===== src/rtl/cpu_pkg.sv =====
// Shared core constants: datapath width and the ID/EX control-bundle layout.
package cpu_pkg;
   localparam int XLEN           = 32;
   localparam int CTRL_W         = 7;
   localparam int CTRL_REGWRITE  = 6;
   localparam int CTRL_MEMTOREG  = 5;
   localparam int CTRL_MEMREAD   = 4;
   localparam int CTRL_MEMWRITE  = 3;
   localparam int CTRL_ALUOP_HI  = 2;
   localparam int CTRL_ALUOP_LO  = 1;
   localparam int CTRL_ALUSRC    = 0;

   typedef enum logic {
      NORMAL = 1'b0,
      BUBBLE = 1'b1
   } stageMode_e;
endpackage


===== src/rtl/hazard_detect.sv =====
// Load-use hazard detection between the load in EX and the instruction in ID.
module hazard_detect
   import cpu_pkg::*;
(
   input  logic       exMemRead,
   input  logic [4:0] exRd,
   input  logic [4:0] idRs1,
   input  logic [4:0] idRs2,
   input  logic       usesRs2,
   input  logic       flush,
   output logic       haz,
   output logic       stall,
   output logic       pcWrite,
   output logic       ifIdWrite
);
   logic rs1Match, rs2Match;

   assign rs1Match  = (exRd == idRs1);
   assign rs2Match  = usesRs2 & (exRd == idRs2);
   assign haz       = exMemRead & (exRd != 5'd0) & (rs1Match | rs2Match);
   // A squashed ID instruction must not freeze fetch; the branch redirect wins.
   assign stall     = haz & ~flush;
   assign pcWrite   = ~stall;
   assign ifIdWrite = ~stall;
endmodule


===== src/rtl/id_ex_stage.sv =====
// ID/EX pipeline register with load-use bubble insertion and a saturating bubble counter.
module id_ex_stage
   import cpu_pkg::*;
#(
   parameter int XLEN   = cpu_pkg::XLEN,
   parameter int CTRL_W = cpu_pkg::CTRL_W,
   parameter int CNT_W  = 16
) (
   input  logic              clk_i,
   input  logic              rst_i,
   input  logic [4:0]        IF_ID_RS1_i,
   input  logic [4:0]        IF_ID_RS2_i,
   input  logic [4:0]        IF_ID_Rd_i,
   input  logic              UsesRS2_i,
   input  logic [CTRL_W-1:0] Ctrl_i,
   input  logic [XLEN-1:0]   RS1Data_i,
   input  logic [XLEN-1:0]   RS2Data_i,
   input  logic [XLEN-1:0]   Imm_i,
   input  logic [9:0]        Funct_i,
   input  logic              Flush_i,
   output logic [CTRL_W-1:0] Ctrl_o,
   output logic [XLEN-1:0]   RS1Data_o,
   output logic [XLEN-1:0]   RS2Data_o,
   output logic [XLEN-1:0]   Imm_o,
   output logic [9:0]        Funct_o,
   output logic [4:0]        ID_EX_RS1_o,
   output logic [4:0]        ID_EX_RS2_o,
   output logic [4:0]        ID_EX_Rd_o,
   output logic              PCWrite_o,
   output logic              IF_ID_Write_o,
   output logic              Stall_o,
   output logic [CNT_W-1:0]  BubbleCnt_o
);
   logic       haz;
   stageMode_e mode;

   hazard_detect uHazard (
      .exMemRead (Ctrl_o[CTRL_MEMREAD]),
      .exRd      (ID_EX_Rd_o),
      .idRs1     (IF_ID_RS1_i),
      .idRs2     (IF_ID_RS2_i),
      .usesRs2   (UsesRS2_i),
      .flush     (Flush_i),
      .haz       (haz),
      .stall     (Stall_o),
      .pcWrite   (PCWrite_o),
      .ifIdWrite (IF_ID_Write_o)
   );

   assign mode = (haz | Flush_i) ? BUBBLE : NORMAL;

   // Only the control bundle is zeroed on a bubble; with Ctrl=0 the rest is inert.
   always_ff @(posedge clk_i or negedge rst_i) begin
      if (!rst_i) begin
         Ctrl_o      <= '0;
         RS1Data_o   <= '0;
         RS2Data_o   <= '0;
         Imm_o       <= '0;
         Funct_o     <= '0;
         ID_EX_RS1_o <= '0;
         ID_EX_RS2_o <= '0;
         ID_EX_Rd_o  <= '0;
      end else begin
         Ctrl_o      <= (mode == BUBBLE) ? '0 : Ctrl_i;
         RS1Data_o   <= RS1Data_i;
         RS2Data_o   <= RS2Data_i;
         Imm_o       <= Imm_i;
         Funct_o     <= Funct_i;
         ID_EX_RS1_o <= IF_ID_RS1_i;
         ID_EX_RS2_o <= IF_ID_RS2_i;
         ID_EX_Rd_o  <= IF_ID_Rd_i;
      end
   end

   always_ff @(posedge clk_i or negedge rst_i) begin
      if (!rst_i)
         BubbleCnt_o <= '0;
      else if (mode == BUBBLE && BubbleCnt_o != {CNT_W{1'b1}})
         BubbleCnt_o <= BubbleCnt_o + 1'b1;
   end
endmodule

===== config.mk =====
export PLATFORM = sky130hd
export DESIGN_NAME = id_ex_stage
export DESIGN_NICKNAME = d
export VERILOG_FILES = /design/src/rtl/cpu_pkg.sv /design/src/rtl/hazard_detect.sv /design/src/rtl/id_ex_stage.sv
export SDC_FILE = /design/constraint.sdc
export NUM_CORES = 1
export LEC_CHECK = 0
export ABC_AREA = 0
export CELL_PAD_IN_SITES_DETAIL_PLACEMENT = 1
export CELL_PAD_IN_SITES_GLOBAL_PLACEMENT = 1
export CORE_MARGIN = 2
export CORE_UTILIZATION = 29
export CTS_BUF_LIST = sky130_fd_sc_hd__clkbuf_4 sky130_fd_sc_hd__clkbuf_8 sky130_fd_sc_hd__clkbuf_16
export DETAILED_ROUTE_END_ITERATION = 6
export GPL_TIMING_DRIVEN = 0
export MAX_ROUTING_LAYER = met4
export PLACE_DENSITY_LB_ADDON = 0.1
export SYNTH_ARGS = -nofsm -noshare
export SYNTH_HDL_FRONTEND = slang
export SYNTH_SLANG_ARGS = --single-unit

===== constraint.sdc =====
create_clock -name clk_i -period 3.7 [get_ports clk_i]
set_clock_uncertainty 0.2 [all_clocks]
set_input_delay 0.37 -clock clk_i [delete_from_list [all_inputs] [get_ports clk_i]]
set_output_delay 0.37 -clock clk_i [all_outputs]
set_load 0.02 [all_outputs]

==> impl_metrics.py <==
metrics = {
    "run_status": {
        "outcome": "completed",
    },
    "critical_path": {
        "cp-end-kind": "primary output",
        "start_kind": "flip-flop",
        "arrival_ps": 2610,
        "cp.required_ps": 3130,
        "r2r_setup_slack_ps": 1400,
        "timing.rr.end": "BubbleCnt_o[14]$_DFFE_PN0P_",
        "cp_max_fo": 4,
        "rr_worst_depth": 6,
        "regToRegStartpoint": "ID_EX_Rd_o[1]$_DFF_PN0_",
        "critPathKind": "reg -> out",
    },
    "timing": {
        "relSlewSlack": 0.657,
        "finalHoldViolations": 0,
        "period_minus_slack_ps": 3180,
        "tightest_slew_ps": 515,
        "fin_setup_tns_ps": 0,
        "rsz0062_at_grt": "no",
        "fin_hold_ws_ps": 191,
        "period_share": 0.860,
        "fmax_mhz": 314,
        "drv_slew": 0,
        "setup_viol_count_final": 0,
    },
    "synth": {
        "yosys_warnings": 0,
        "yosys-top-cells-area": "dfrtp_1 (86%), xnor2_1 (2.9%), xor2_1 (1.9%)",
        "syn_inst": 231,
        "avgSynthCellArea_um2": 18.2,
        "syn-num-nets": 364,
        "synth.distinct_cells": 25,
        "synth_area_um2": 4210,
        "synth_seq_area_share": 0.856,
        "synth.largest_area_cell": "dfrtp_1",
        "synth_seq_cells": 144,
        "yosys.area.top_type_share": 0.856,
    },
    "power": {
        "p_leak_nw": 3.34,
        "p_seq_frac": 0.439,
        "vdd_ir_drop_max_mv": 0.365,
        "switching_share": 0.247,
        "pwr_density_cell_nw_per_um2": 513,
        "switchingPower_mw": 0.992,
        "power.total_mw": 4.01,
        "p_clk_frac": 0.398,
        "internal-power_mw": 3.02,
        "p_comb_frac": 0.162,
    },
    "clock_tree": {
        "cts.sinks": 144,
        "htreeDepth": 4,
        "clk_pin_slew_ps": 60,
        "cts_tree": "yes",
        "cts-buffers-inserted": 17,
        "clk_latency_ps": 410,
        "cts_setup_buffers": 0,
        "clk_path_buf_depth": 2,
        "cts_root_buf": "clkbuf_16",
        "cts.repair.resized": 0,
    },
    "route": {
        "vias": 3012,
        "drc": 0,
        "drt-total-wl_um": 14300,
        "avgViaCountPerCell": 4.15,
        "drt_iter0_drc": 99,
        "first_pass_iters": 4,
        "wl_per_cell_um": 19.7,
        "ant_nets": 0,
    },
    "floorplanning": {
        "die_h_um": 124,
        "initial_core_util": 0.293,
        "fp.dieArea_um2": 15500,
        "num_rows": 44,
        "ioPinCount": 279,
        "dieWidth_um": 124,
        "core-area_um2": 14400,
    },
    "placed_design": {
        "io_buffers": 278,
        "dpl.hpwl_um": 10900,
        "gp_congestion": 0.792,
    },
    "final_layout": {
        "multiInputGateArea_um2": 566,
        "fillers": 1424,
        "fin_util": 0.544,
        "register_area_um2": 3600,
        "final_cell_mix": "clkdlybuf4s50_1 (277), dfrtp_1 (144), clkbuf_16 (17), xnor2_1 (14)",
        "mostFrequentLayoutCell": "clkdlybuf4s50_1",
        "area_growth_pct": 85.5,
        "final_nets": 663,
        "drive_gt1_frac": 0.0887,
    },
    "min_path": {
        "min_from": "Imm_i[19]",
        "whs_path_depth": 1,
        "worstHoldPathType": "in -> reg",
        "whs_endpoint": "Imm_o[19]$_DFF_PN0_",
    },
    "grt": {
        "grt_pass1_vias": 3432,
        "gr-total-overflow": 0,
        "antenna_found_initial": 1,
        "grt_max_degree": 103,
        "track_usage": 0.199,
        "grt_pass1_wl_um": 22000,
    },
    "run": {
        "cap_viol_max_count": 0,
    },
}
[Yosys cell counts]
cell       count
dfrtp_1      144
xnor2_1       14
nand2_1        9
nand3_1        9
xor2_1         9
and2_2         7
nor2_1         5
inv_1          4
nor3_1         4
buf_4          3
mux2_1         3
nand4_1        3
nor4_1         3
and3_1         2
or4_1          2
a21oi_4        1
a2bb2oi_2      1
and4_1         1
ha_1           1
inv_2          1
nand2b_1       1
o21ai_2        1
o221ai_1       1
o22ai_2        1
or2_2          1
[power by group through the flow]
stage	Combinational, mW	Clock [mW]	Sequential [mW]
after floorplan	0.0822	0	1.92
after global placement	0.642	0	1.79
after detailed placement	0.657	0	1.79
after CTS	0.663	1.63	1.76
after global routing	0.690	1.70	1.78
final	0.651	1.60	1.76
[what timing repair did]
action / in CTS / in global routing
setup endpoints to repair: 0 / 0
endpoints found under the hold margin: 42 / 0
hold buffers: 1 / 0
[cell families after synthesis]
logic type	after synthesis	share of synthesized area
XOR/XNOR	23	0.0478
AO/OA/AOI/OAI	5	0.0146
AND/OR/NAND/NOR	47	0.0609
adder cells (fa/ha/maj)	1	0.00297
flip-flops	144	0.856
buffers and inverters	8	0.00980
multiplexers	3	0.00802
[metal layers]
layer,track usage,vias to the layer above,part of all wire
li1,-,1344,-
met1,0.200,1485,0.36
met2,0.335,156,0.53
met3,0.0825,27,0.084
met4,0.0952,0,0.031
met5,-,-,0
[final cells by class]
type / instances / area share
Clock inverter: 6 / 0.00785
Timing Repair Buffer: 280 / 0.361
Inverter: 5 / 0.00240
Multi-Input combinational cell: 79 / 0.0724
Antenna cell: 1 / 0.000320
Buffer: 3 / 0.00288
Sequential cell: 144 / 0.461
Clock buffer: 24 / 0.0620
Tap cell: 184 / 0.0295
[worst max-delay path, stage by stage, from the launching register on]
cell	delay, ps
dfrtp_1	430
or4_1	560
o21ai_2	210
inv_2	80
nand3_1	180
buf_4	140
clkdlybuf4s50_1	590
[sequential cells by signal, indices dropped and copies added, names as in the netlist]
| register | cells |
|---|---|
| Ctrl_o | 7 |
| RS1Data_o | 32 |
| ID_EX_RS1_o | 5 |
| ID_EX_RS2_o | 5 |
| RS2Data_o | 32 |
| Imm_o | 32 |
| ID_EX_Rd_o | 5 |
| BubbleCnt_o | 16 |
| Funct_o | 10 |
[worst max path at each step]
stage	from	to	slack, ps	cells past startpoint
global route	ID_EX_Rd_o[1]$_DFF_PN0_	PCWrite_o	380	6
detailed placement	IF_ID_RS1_i[0]	PCWrite_o	760	7
global placement	rst_i	RS2Data_o[13]$_DFF_PN0_	-3590	1
CTS	ID_EX_Rd_o[1]$_DFF_PN0_	PCWrite_o	450	6
floorplan	ID_EX_Rd_o[1]$_DFF_PN0_	PCWrite_o	1450	5
finish	ID_EX_Rd_o[1]$_DFF_PN0_	PCWrite_o	520	6
[stage by stage]
stage	area, um^2	std cells	worst slack, ps
3_5_place_dp	7250	694	764
6_report	7810	726	519
5_1_grt	7810	726	375
2_1_floorplan	4210	231	1450
3_3_place_gp	7220	693	-3590
4_1_cts	7810	725	453
(Power assumes the default switching activity.)
